**config.mk**
```make
export PLATFORM = sky130hd
export DESIGN_NAME = button_debounce
export DESIGN_NICKNAME = d
export VERILOG_FILES = /design/src/rtl/button_pkg.sv /design/src/rtl/debounce_cell.sv /design/src/rtl/button_debounce.sv
export SDC_FILE = /design/constraint.sdc
export NUM_CORES = 1
export LEC_CHECK = 0
export CORE_MARGIN = 2
export CORE_UTILIZATION = 52
export CTS_CLUSTER_SIZE = 25
export DETAILED_ROUTE_END_ITERATION = 7
export HOLD_SLACK_MARGIN = 0.02
export MAX_ROUTING_LAYER = met4
export PLACE_DENSITY_LB_ADDON = 0.08
export SYNTH_ARGS = -nofsm -noshare
export SYNTH_HDL_FRONTEND = slang
export SYNTH_HIERARCHICAL = 1
export SYNTH_SLANG_ARGS = --single-unit
```
**constraint.sdc**
```tcl
create_clock -name wb_clk_i -period 1.62 [get_ports wb_clk_i]
set_clock_uncertainty 0.15 [all_clocks]
set_input_delay 0.162 -clock wb_clk_i [delete_from_list [all_inputs] [get_ports wb_clk_i]]
set_output_delay 0.162 -clock wb_clk_i [all_outputs]
set_load 0.02 [all_outputs]
```
**src/rtl/button_pkg.sv**
```systemverilog
// button_pkg: shared defaults and counter sizing for the button debouncer
package button_pkg;
  localparam int NUM_BUTTONS_DEFAULT = 3;
  localparam int DEBOUNCE_MIN = 2;
  localparam int DEBOUNCE_MAX = 1 << 20;
  function automatic int cnt_width(input int cycles);
    return (cycles < DEBOUNCE_MIN) ? 1 : $clog2(cycles);
  endfunction
endpackage

```
**src/rtl/debounce_cell.sv**
```systemverilog
// debounce_cell: one channel -- synchroniser, persistence counter, stable level, edge strobes
module debounce_cell
  import button_pkg::*;
#(
  parameter int DEBOUNCE_CYCLES = 20000,
  parameter bit ACTIVE_LOW = 1'b0
) (
  input  logic clk,
  input  logic rst,
  input  logic raw,
  output logic clean,
  output logic rise,
  output logic fall
);
  localparam int W = cnt_width(DEBOUNCE_CYCLES);
  localparam logic [W-1:0] LAST = W'(DEBOUNCE_CYCLES - 1);
  logic [1:0] sync_q;
  logic [W-1:0] cnt, cnt_d;
  logic s, accept;
  always_comb begin
    s = sync_q[1] ^ ACTIVE_LOW;
    accept = (s != clean) && (cnt == LAST);
    cnt_d = (s == clean || accept) ? '0 : cnt + W'(1);
  end
  // strobes are registered alongside the stable bit so they line up with the clean edge
  always_ff @(posedge clk) begin
    if (rst) begin
      sync_q <= '0;
      cnt <= '0;
      clean <= 1'b0;
      rise <= 1'b0;
      fall <= 1'b0;
    end else begin
      sync_q <= {sync_q[0], raw};
      cnt <= cnt_d;
      rise <= accept & s;
      fall <= accept & ~s;
      if (accept) clean <= s;
    end
  end
endmodule

```
**src/rtl/button_debounce.sv**
```systemverilog
// button_debounce: multi-channel debouncer with press/release strobes and masked press interrupt
module button_debounce
  import button_pkg::*;
#(
  parameter int NUM_BUTTONS = NUM_BUTTONS_DEFAULT,
  parameter int DEBOUNCE_CYCLES = 20000,
  parameter bit ACTIVE_LOW = 1'b0
) (
  input  logic wb_clk_i,
  input  logic wb_rst_i,
  input  logic [NUM_BUTTONS-1:0] buttons_raw,
  output logic [NUM_BUTTONS-1:0] buttons_clean,
  output logic [NUM_BUTTONS-1:0] press_pulse,
  output logic [NUM_BUTTONS-1:0] release_pulse,
  input  logic [NUM_BUTTONS-1:0] irq_mask,
  input  logic irq_clr,
  output logic irq
);
  logic [NUM_BUTTONS-1:0] pending;
  for (genvar g = 0; g < NUM_BUTTONS; g++) begin : g_cell
    debounce_cell #(
      .DEBOUNCE_CYCLES(DEBOUNCE_CYCLES),
      .ACTIVE_LOW(ACTIVE_LOW)
    ) u_cell (
      .clk(wb_clk_i),
      .rst(wb_rst_i),
      .raw(buttons_raw[g]),
      .clean(buttons_clean[g]),
      .rise(press_pulse[g]),
      .fall(release_pulse[g])
    );
  end
  // a new press outranks a simultaneous clear; unmasking never drops a pending bit
  always_ff @(posedge wb_clk_i) begin
    if (wb_rst_i) pending <= '0;
    else pending <= (pending & ~{NUM_BUTTONS{irq_clr}}) | (press_pulse & irq_mask);
  end
  assign irq = |pending;
endmodule

```
==> qor.yml, run 1 <==
final.setup.worst_slack_ns: 0.04451
areaGrowthSynthToFinish_pct: 42.48
dominant_synthesized_flop_cell: "sky130_fd_sc_hd__dfxtp_1"
drt_wl_total_mm: 5.388
critPathKind: "flop to output port"
grt_util_all_layers: 0.2113
clockRootBuffer: "sky130_fd_sc_hd__clkbuf_8"
synthDominantAreaCellType: "sky130_fd_sc_hd__dfxtp_1"
tritoncts: "yes"
final_antenna_net_count: 0
synth_common_cells: "63 x sky130_fd_sc_hd__dfxtp_1, 48 x sky130_fd_sc_hd__nor2_1, 27 x sky130_fd_sc_hd__xnor2_1, 21 x sky130_fd_sc_hd__nand2_1, 18 x sky130_fd_sc_hd__nand3_1"
worst-path-buf-inv: 1
final_hold_violation_count: 0
crit_path_end_kind: "output port"
dieArea_um2: 5536
detailedPlacementHpwl_mm: 3.642
cts_buffers: 9
synth_async_sr_flop_share: 0
slowest_delay_ns: 0.60
chipWidth_um: 74.41
design.core.area_um2: 4755
syn_inst: 286
clk_transition_reported_paths_ns: 0.06
power_leakage_nw: 1.281
finalMaxSlewViolations: 0
clkPwrFrac: 0.420
reg2reg_to: "g_cell[0].u_cell/cnt[13]"
power.ir.vdd_worst_v: 0.0007745
synth.net_count: 298
switching_fraction_of_total_power: 0.2026
cts.sink_count: 63
cp.depth: 1
post_synth_num_cell_types: 24
design.portCount: 19
critical_path.slowest_cell: "sky130_fd_sc_hd__clkdlybuf4s50_1"
start_util: 0.5421
final.period_utilization: 0.9725
first_global_vias: 2007
stdcell_area_um2: 3672
global_route.usage.met3: 0.06911
finish.net_count: 385
die-height_um: 74.41
firstDrtPassIters: 4
synth.ff_latch_count: 63
clk_path_buf_depth: 2
final_cell_count_no_fill: 445
postSynthAreaPerCell_um2: 9.012
max_cap_viol: 0
setup_violations: 0
gp_routability_congestion: 0.8283
switching_power_uw: 568.8
crit_arrival_ns: 1.26
ys.warnings.count: 6
routed-via-count: 2193
pwr-share-comb: 0.024
antenna-diode-count: 0
worstSetupStartpoint: "g_cell[0].u_cell/rise"
worstSetupEndpoint: "press_pulse[0]"
grt_first_pass_wirelength_mm: 8.638
timing.final.crit_period_ns: 1.575
critical-path-top-delay-family: "buffers and inverters"
htree_num_levels: 3
maxClockFrequency_mhz: 634.7
post_synth_instance_area_um2: 2577
grt_max_degree: 15
min_path_type: "primary input to flop"
finalCoreUtilization: 0.7724
portBuffers: 18
timing_worst_slew_pin_value_ns: 0.4875
grt.overflow.total: 0
post_route_cells_drive_above_1_share: 0.3386
clock_network_latency_to_the_later_pin_of_the_worst_skew_pair_ns: 0.33
finalHoldWorstSlack_ns: 0.2310
drt_iter0_markers: 89
r2r_start: "g_cell[0].u_cell/cnt[0]"
top_usage_layer: "met2"
drt_drc_violations_left: 0
synth-edff-count: 0
start_kind: "flop"
wire_per_inst_um: 12.11
reg2reg_setup_slack_ns: 0.06
seqPwrFrac: 0.556
preCtsSetupSlack_ns: -0.07940
slew_headroom: 0.6750
part_of_the_yosys_area_used_for_sequential_elements: 0.4893
path_cells: "clkdlybuf4s50_1"
r2r_cells: 5
post-synth-top-count-cell: "sky130_fd_sc_hd__dfxtp_1"
synth.top_cells.by_area: "sky130_fd_sc_hd__dfxtp_1 49%, sky130_fd_sc_hd__xnor2_1 9.2%, sky130_fd_sc_hd__nor2_1 7.0%, sky130_fd_sc_hd__nand3_1 3.5%, sky130_fd_sc_hd__nand2_1 3.1%"
rsz0062_at_grt: "true"
p_per_area_nw_per_um2: 764.7
detailed_place.area_um2: 3267
grt.met2_usage: 0.3294
routed_vias_inst: 4.928
outcome: "complete, no violations"
synthDominantCellAreaShare: 0.4893
internal_power_mw: 2.239
grt_antenna_before_repair: 0
grtUsageMet1: 0.2589
placementRows: 25
critPathMaxFanout: 2
min_path_cells: 2
cp_data_required_time_ns: 1.31
dp_cells: 424
worst min-delay path by stage:
stage | to | startpoint | slack [ns]
detailed placement | g_cell[1].u_cell/sync_q[1] | g_cell[1].u_cell/sync_q[0] | 0.28
global route | g_cell[0].u_cell/sync_q[0] | buttons_raw[0] | 0.23
CTS | g_cell[0].u_cell/sync_q[0] | buttons_raw[0] | 0.22
floorplan | pending[0] | wb_rst_i | 0.08
finish | g_cell[0].u_cell/sync_q[0] | buttons_raw[0] | 0.23
global placement | g_cell[0].u_cell/sync_q[1] | g_cell[0].u_cell/sync_q[0] | 0.27
cell type report:
| class | count | area [µm²] |
|---|---|---|
| sequential | 63 | 1291 |
| timing repair buffer | 79 | 655.6 |
| fill | 361 | 1082 |
| multi-input combinational | 217 | 1460 |
| tap | 67 | 83.83 |
| inverter | 3 | 11.26 |
| clock buffer | 16 | 170.2 |
layer usage:
| layer | wire, µm | up-vias |
|---|---|---|
| li1 | - | 1160 |
| met1 | 2571 | 996 |
| met2 | 2554 | 32 |
| met3 | 208 | 5 |
| met4 | 55 | 0 |
| met5 | 0 | - |
power by group through the flow:
stage                     logic, mW  registers, mW  clock network [mW]
after floorplan              0.0193           1.60                   0
after global placement       0.0627           1.60                   0
after CTS                    0.0643           1.56                1.21
after global routing         0.0749           1.56                1.27
final                        0.0681           1.56                1.18
after detailed placement     0.0635           1.60                   0
layout by cell type, fill, tap and decap left out, types with 2 or more instances in the layout:
cell type                         count
sky130_fd_sc_hd__dfxtp_2             21
sky130_fd_sc_hd__and4_2               2
sky130_fd_sc_hd__a21oi_1              7
sky130_fd_sc_hd__nor2_1              48
sky130_fd_sc_hd__clkbuf_1             5
sky130_fd_sc_hd__nand2_2              3
sky130_fd_sc_hd__buf_4               57
sky130_fd_sc_hd__dlygate4sd2_1        3
sky130_fd_sc_hd__o21ai_0              3
sky130_fd_sc_hd__and3_1               3
sky130_fd_sc_hd__clkdlybuf4s50_1     13
sky130_fd_sc_hd__a21oi_2              2
sky130_fd_sc_hd__dfxtp_1             41
sky130_fd_sc_hd__nand4_1              9
sky130_fd_sc_hd__nor3_1              11
sky130_fd_sc_hd__or3_1                6
sky130_fd_sc_hd__and2_1               3
sky130_fd_sc_hd__xnor2_1             27
sky130_fd_sc_hd__buf_6                3
sky130_fd_sc_hd__clkbuf_8            11
sky130_fd_sc_hd__nor4b_4              3
sky130_fd_sc_hd__nor4b_2              3
sky130_fd_sc_hd__nand3_1             16
sky130_fd_sc_hd__xor2_1               9
sky130_fd_sc_hd__nand3_2              5
sky130_fd_sc_hd__nor4_2               5
sky130_fd_sc_hd__mux2i_1              3
sky130_fd_sc_hd__nand2_1             16
sky130_fd_sc_hd__inv_1                3
sky130_fd_sc_hd__nor4_1               7
sky130_fd_sc_hd__nand2b_1             9
sky130_fd_sc_hd__or2_2                3
sky130_fd_sc_hd__nor2b_1              6
what timing repair did:
item	CTS	global route
gates resized for setup	15	47
setup endpoints to repair	36	46
setup buffers	1	4
pin swaps	2	16
hold buffers	0	0
kinds of logic (layout without fill, tap and decap cells):
family | count (synthesis) | after routing | synth area share
flip-flops | 63 | 63 | 0.4893
XOR/XNOR | 36 | 36 | 0.1223
buffers and inverters | 6 | 98 | 0.01019
adder cells (fa/ha/maj) | 3 | 3 | 0.01456
AO/OA/AOI/OAI | 12 | 12 | 0.02330
multiplexers | 3 | 3 | 0.01165
AND/OR/NAND/NOR | 163 | 163 | 0.3286
metrics by stage:
step / total power, mW / TNS (ns)
after floorplan: 1.616 / 0
after global placement: 1.659 / -1.371
after detailed placement: 1.660 / -1.114
after CTS: 2.842 / -0.003136
after global routing: 2.909 / -0.1112
final: 2.808 / 0
state kept, by name (all words and copies together), names as in the netlist:
register	cells
g_cell.u_cell/rise	3
g_cell.u_cell/clean	3
g_cell.u_cell/sync_q	6
g_cell.u_cell/fall	3
pending	3
g_cell.u_cell/cnt	45
(Power assumes the default switching activity.)
==> run 2, diff against run 1 <==
- CORE_ASPECT_RATIO: default -> 1.4
==> run 2 against run 1 <==
Compared with the run above: highest routed layer unchanged; combinational power is essentially flat; register-to-register slack lost 0.03 ns; setup slack lost 0.011 ns; global-route usage grew 2.1 points; largest power group unchanged; non-clock buffer count grew 7; maximum frequency shrank 0.70%.
==> qor.yml, run 2 (synthesis results as in run 1) <==
reg2reg_to: "g_cell[2].u_cell/cnt[13]"
finalHoldWorstSlack_ns: 0.2210  # -0.009978 ns
path_cells: "buf_6 -> nand2_2 -> or3_4 -> or3_4 -> a21oi_2"
critical_path.slowest_cell: "sky130_fd_sc_hd__or3_4"
start_kind: "flop"
crit_path_end_kind: "flop"
internal_power_mw: 2.317  # +3.5%
critPathMaxFanout: 3  # +1
clk_transition_reported_paths_ns: 0.06  # about the same
portBuffers: 18  # unchanged
dieArea_um2: 5544  # +0.13%
min_path_type: "primary input to flop"
cts.sink_count: 63  # unchanged
min_to: "pending[1]"
slew_headroom: 0.7681  # +0.09311
routed-via-count: 2341  # +6.7%
min_path_cells: 3  # +1
largest_register_ffs: 45  # unchanged
clk_path_buf_depth: 2  # unchanged
grt_antenna_before_repair: 0  # unchanged
multiInputGateArea_um2: 1456  # -0.26%
firstDrtPassIters: 4  # unchanged
maxClockFrequency_mhz: 630.3  # -0.70%
reg2reg_setup_slack_ns: 0.03  # -0.03 ns
design.portCount: 19  # unchanged
switching_power_uw: 606.7  # +6.7%
worst-path-buf-inv: 1  # unchanged
grt.overflow.total: 0  # unchanged
finish.net_count: 392  # +1.8%
gp_routability_congestion: 0.8243  # -0.48%
critPathKind: "flop to flop"
critical-path-top-delay-family: "simple AND/OR/NAND/NOR gates"
placementRows: 30  # +20%
finalMaxSlewViolations: 0  # unchanged
r2r_start: "g_cell[2].u_cell/cnt[0]"
power.ir.vdd_worst_v: 0.0005521  # -29%
drt_iter0_markers: 75  # -16%
clkPwrFrac: 0.443  # +0.023
timing.final.crit_period_ns: 1.587  # +0.01103 ns
wire_per_inst_um: 13.44  # +11%
cts_buffers: 9  # unchanged
final_antenna_net_count: 0  # unchanged
stdcell_area_um2: 3739  # +1.8%
grt_util_all_layers: 0.2321  # +0.02079
start_util: 0.5365  # -0.005647
final_cell_count_no_fill: 449  # +0.90%
grt_max_degree: 15  # unchanged
die-height_um: 87.30  # +17%
outcome: "complete, no violations"
fin_total_pwr_mw: 2.924  # +4.1%
routed_vias_inst: 5.214  # +5.8%
htree_num_levels: 3  # unchanged
first_global_vias: 2278  # +14%
power_leakage_nw: 1.353  # +5.6%
drt_wl_total_mm: 6.034  # +12%
switching_fraction_of_total_power: 0.2075  # +0.004912
detailedPlacementHpwl_mm: 4.017  # +10%
detailed_place.area_um2: 3331  # +2.0%
grt_first_pass_wirelength_mm: 9.577  # +11%
dp_cells: 430  # +1.4%
clock_network_latency_to_the_later_pin_of_the_worst_skew_pair_ns: 0.34  # about the same
rsz0062_at_grt: "true"
final_hold_violation_count: 0  # unchanged
top_library_cells_by_usage_in_the_layout_fill_and_taps_aside: "65 x sky130_fd_sc_hd__buf_4, 48 x sky130_fd_sc_hd__nor2_1, 39 x sky130_fd_sc_hd__dfxtp_1, 27 x sky130_fd_sc_hd__xnor2_1, 23 x sky130_fd_sc_hd__dfxtp_2"
max_cap_viol: 0  # unchanged
final.period_utilization: 0.9793  # +0.006808
tritoncts: "yes"
biggestRegsByFlops: "g_cell.u_cell/cnt x45, g_cell.u_cell/sync_q x6"
timing_worst_slew_pin_value_ns: 0.3446  # -0.1428 ns
slowest_delay_ns: 0.38  # -0.22 ns
r2r_cells: 5  # unchanged
design.core.area_um2: 4805  # +1.1%
cts_hold_repair.buffers: 0  # unchanged
seqPwrFrac: 0.534  # -0.022
areaGrowthSynthToFinish_pct: 45.05
drt_drc_violations_left: 0  # unchanged
setup_violations: 0  # unchanged
crit_arrival_ns: 1.71  # +0.45 ns
sequential_cell_area_um2: 1294  # +0.19%
chipWidth_um: 63.50  # -15%
p_per_area_nw_per_um2: 782.1  # +2.3%
clockRootBuffer: "sky130_fd_sc_hd__clkbuf_8"
antenna-diode-count: 0  # unchanged
max_flop_register: "g_cell.u_cell/cnt"
critPathMostFrequentCell: "sky130_fd_sc_hd__or3_4"
cp_data_required_time_ns: 1.75  # +0.44 ns
post_route_cells_drive_above_1_share: 0.3766  # +0.03800
finalCoreUtilization: 0.7781  # +0.005757
final_common_cell: "sky130_fd_sc_hd__buf_4"
pwr-share-comb: 0.023  # about the same
hold_start: "irq_mask[1]"
filler_instances: 346  # -4.2%
run 2: metrics by stage:
step                setup WS (ns)  TNS (ns)
floorplan                 0.01133         0
global placement          0.02858         0
detailed placement       -0.02967  -0.05978
CTS                      0.002001         0
global route             -0.06245   -0.3155
finish                    0.03349         0
run 2: worst max-delay path by stage:
| stage | start | slack, ns | cells past startpoint | endpoint |
|---|---|---|---|---|
| after CTS | g_cell[2].u_cell/cnt[1] | 0.002 | 5 | g_cell[2].u_cell/cnt[14] |
| after global placement | g_cell[2].u_cell/cnt[3] | 0.03 | 4 | g_cell[2].u_cell/cnt[13] |
| after detailed placement | g_cell[2].u_cell/cnt[5] | -0.03 | 5 | g_cell[2].u_cell/clean |
| final | g_cell[2].u_cell/cnt[0] | 0.03 | 5 | g_cell[2].u_cell/cnt[13] |
| after global routing | g_cell[0].u_cell/cnt[1] | -0.06 | 6 | g_cell[0].u_cell/cnt[14] |
| after floorplan | g_cell[0].u_cell/cnt[0] | 0.01 | 6 | g_cell[0].u_cell/cnt[10] |
run 2: cell type report:
type                       instances  area share
sequential                        63      0.3461
clock buffer                      14     0.04886
clock inverter                     2    0.003347
inverter                           3    0.003012
multi-input combinational        217      0.3896
timing repair buffer              86      0.1878
tap                               64     0.02142
run 2: layer usage:
layer | vias to the layer above | global-route usage | wire (µm)
met1 | 1122 | 0.2357 | 2526
li1 | 1177 | - | -
met5 | - | - | 0
met4 | 0 | 0.1107 | 128
met3 | 10 | 0.07891 | 149
met2 | 32 | 0.4000 | 3231
run 2: timing repair:
item / CTS / global route
endpoints found under the setup margin: 9 / 41
buffers inserted: 0 / 3
resized for setup: 13 / 54
pin swaps: 0 / 12
run 2: power by group through the flow:
stage / clock network [mW] / logic (mW) / registers, mW
floorplan: 0 / 0.0193 / 1.60
global placement: 0 / 0.0665 / 1.60
detailed placement: 0 / 0.0675 / 1.60
CTS: 1.34 / 0.0677 / 1.56
global route: 1.40 / 0.0752 / 1.56
finish: 1.29 / 0.0684 / 1.56
run 2: worst min-delay path: stages:
cell and delay (ns):
sky130_fd_sc_hd__clkdlybuf4s50_1 0.40, sky130_fd_sc_hd__nand2_1 0.06, sky130_fd_sc_hd__a21oi_1 0.05
==> RTL change, RTL diff (flow settings as in run 2) <==
`ACTIVE_LOW` is set to 1'b0 in 2 places; all go to 1'b1.
--- a/src/rtl/debounce_cell.sv
+++ b/src/rtl/debounce_cell.sv
@@ -3,7 +3,7 @@
   import button_pkg::*;
 #(
   parameter int DEBOUNCE_CYCLES = 20000,
-  parameter bit ACTIVE_LOW = 1'b0
+  parameter bit ACTIVE_LOW = 1'b1
 ) (
   input  logic clk,
   input  logic rst,
--- a/src/rtl/button_debounce.sv
+++ b/src/rtl/button_debounce.sv
@@ -4,7 +4,7 @@
 #(
   parameter int NUM_BUTTONS = NUM_BUTTONS_DEFAULT,
   parameter int DEBOUNCE_CYCLES = 20000,
-  parameter bit ACTIVE_LOW = 1'b0
+  parameter bit ACTIVE_LOW = 1'b1
 ) (
   input  logic wb_clk_i,
   input  logic wb_rst_i,
Behaviour: no difference found for any inputs over 10 cycles, from zero or initial values and one cycle with wb_rst_i high; that may be too few to reach the edited logic, so the function may still have changed.
==> RTL change against run 2 <==
  * The flow now finishes with violations (negative setup slack)
  * Wire length is 1.7% lower
  * Fmax is 20% lower
  * Setup slack worse by 0.40 ns
  * Synthesized area is 0.29% lower
  * Final area is 1.3% lower
  * Critical path depth is 1 lower
  * Count of clock-buffer cells in the layout is 3 lower
  * Sequential cell count stayed put
  * Critical path type unchanged
  * Largest cell class unchanged
  * Highest routed layer unchanged
Power is not compared: it rests on default switching activity, and its combinational part moved more than twofold at a synthesized area within 25%.
==> RTL change: results (changes against run 2) <==
netlist-cell-type-count: 22  # -8.3%
multiInputGateArea_um2: 1500  # +2.8%
multi_input_area_share_pct: 40.6  # +1.6 points
min_from: "buttons_raw[0]"
violations: "negative setup slack"
avgSynthCellArea_um2: 8.99  # -0.29%
setup_slack_ns: -0.366  # -0.399 ns
drt_first_pass_iters: 5  # +1
crit_fanout: 7  # +4
status: "finished with violations"
grt_pass1_vias: 2234  # -1.9%
synth.top_cells.by_count: "63 x dfxtp_1, 54 x nor2_1, 33 x xnor2_1"
grt_util_met2_pct: 39.6  # -0.38 points
tightestPinTransition_ns: 0.699  # +0.354 ns
cp_slowest_cell: "or4_4"
pre_cts_ws_ns: -0.315  # -0.285 ns
grt_pass1_wl_um: 9640  # +0.65%
seqCellArea_um2: 1270  # -2.1%
setup_viol: 54  # +54
first_iter_violations: 90  # +20%
n_all_buffers: 77  # -10%
place_inst: 419  # -2.6%
grt_usage_pct: 22.9  # -0.26 points
yosys-top-cells-area: "dfxtp_1 49%, xnor2_1 11%, nor2_1 7.9%"
clock_buffers: 11  # -3
r2r_end: "g_cell[2].u_cell/cnt[5]"
vias: 2294  # -2.0%
fillerInstances: 370  # +6.9%
-- RTL change: changes by cell type in the layout (fill, tap and decap cells not counted), moves of 7 or more --
cell,run 2,this run
nor2_1,48,39
nor3_1,10,19
dfxtp_2,23,4
nor4_2,7,0
nor2_4,0,10
dfxtp_1,39,59
buf_4,65,58
-- RTL change: cell families (layout without fill, tap and decap cells) --
group,after synthesis,count (layout),synth area share [%]
AOI/OAI and AO/OA,9,9,2.04
adders and majority gates,3,3,1.46
DFF,63,63,49.1
and+or+nand+nor,160,163,31.5
xor gates and xnor gates,39,39,13.3
buffers and inverters,12,101,2.63
-- RTL change: repair_timing --
action | CTS | global route
gates resized for setup | 23 | 37
endpoints found under the setup margin | 60 | 55
cloned | 0 | 3
setup buffers | 3 | 3
endpoints found under the hold margin | 0 | 0
pin swaps | 11 | 33
-- RTL change: routing by layer --
layer	share of wire, %	vias up
met1	40	1069
met3	4.3	14
met5	0	-
met2	53	51
met4	2.5	0
li1	-	1160
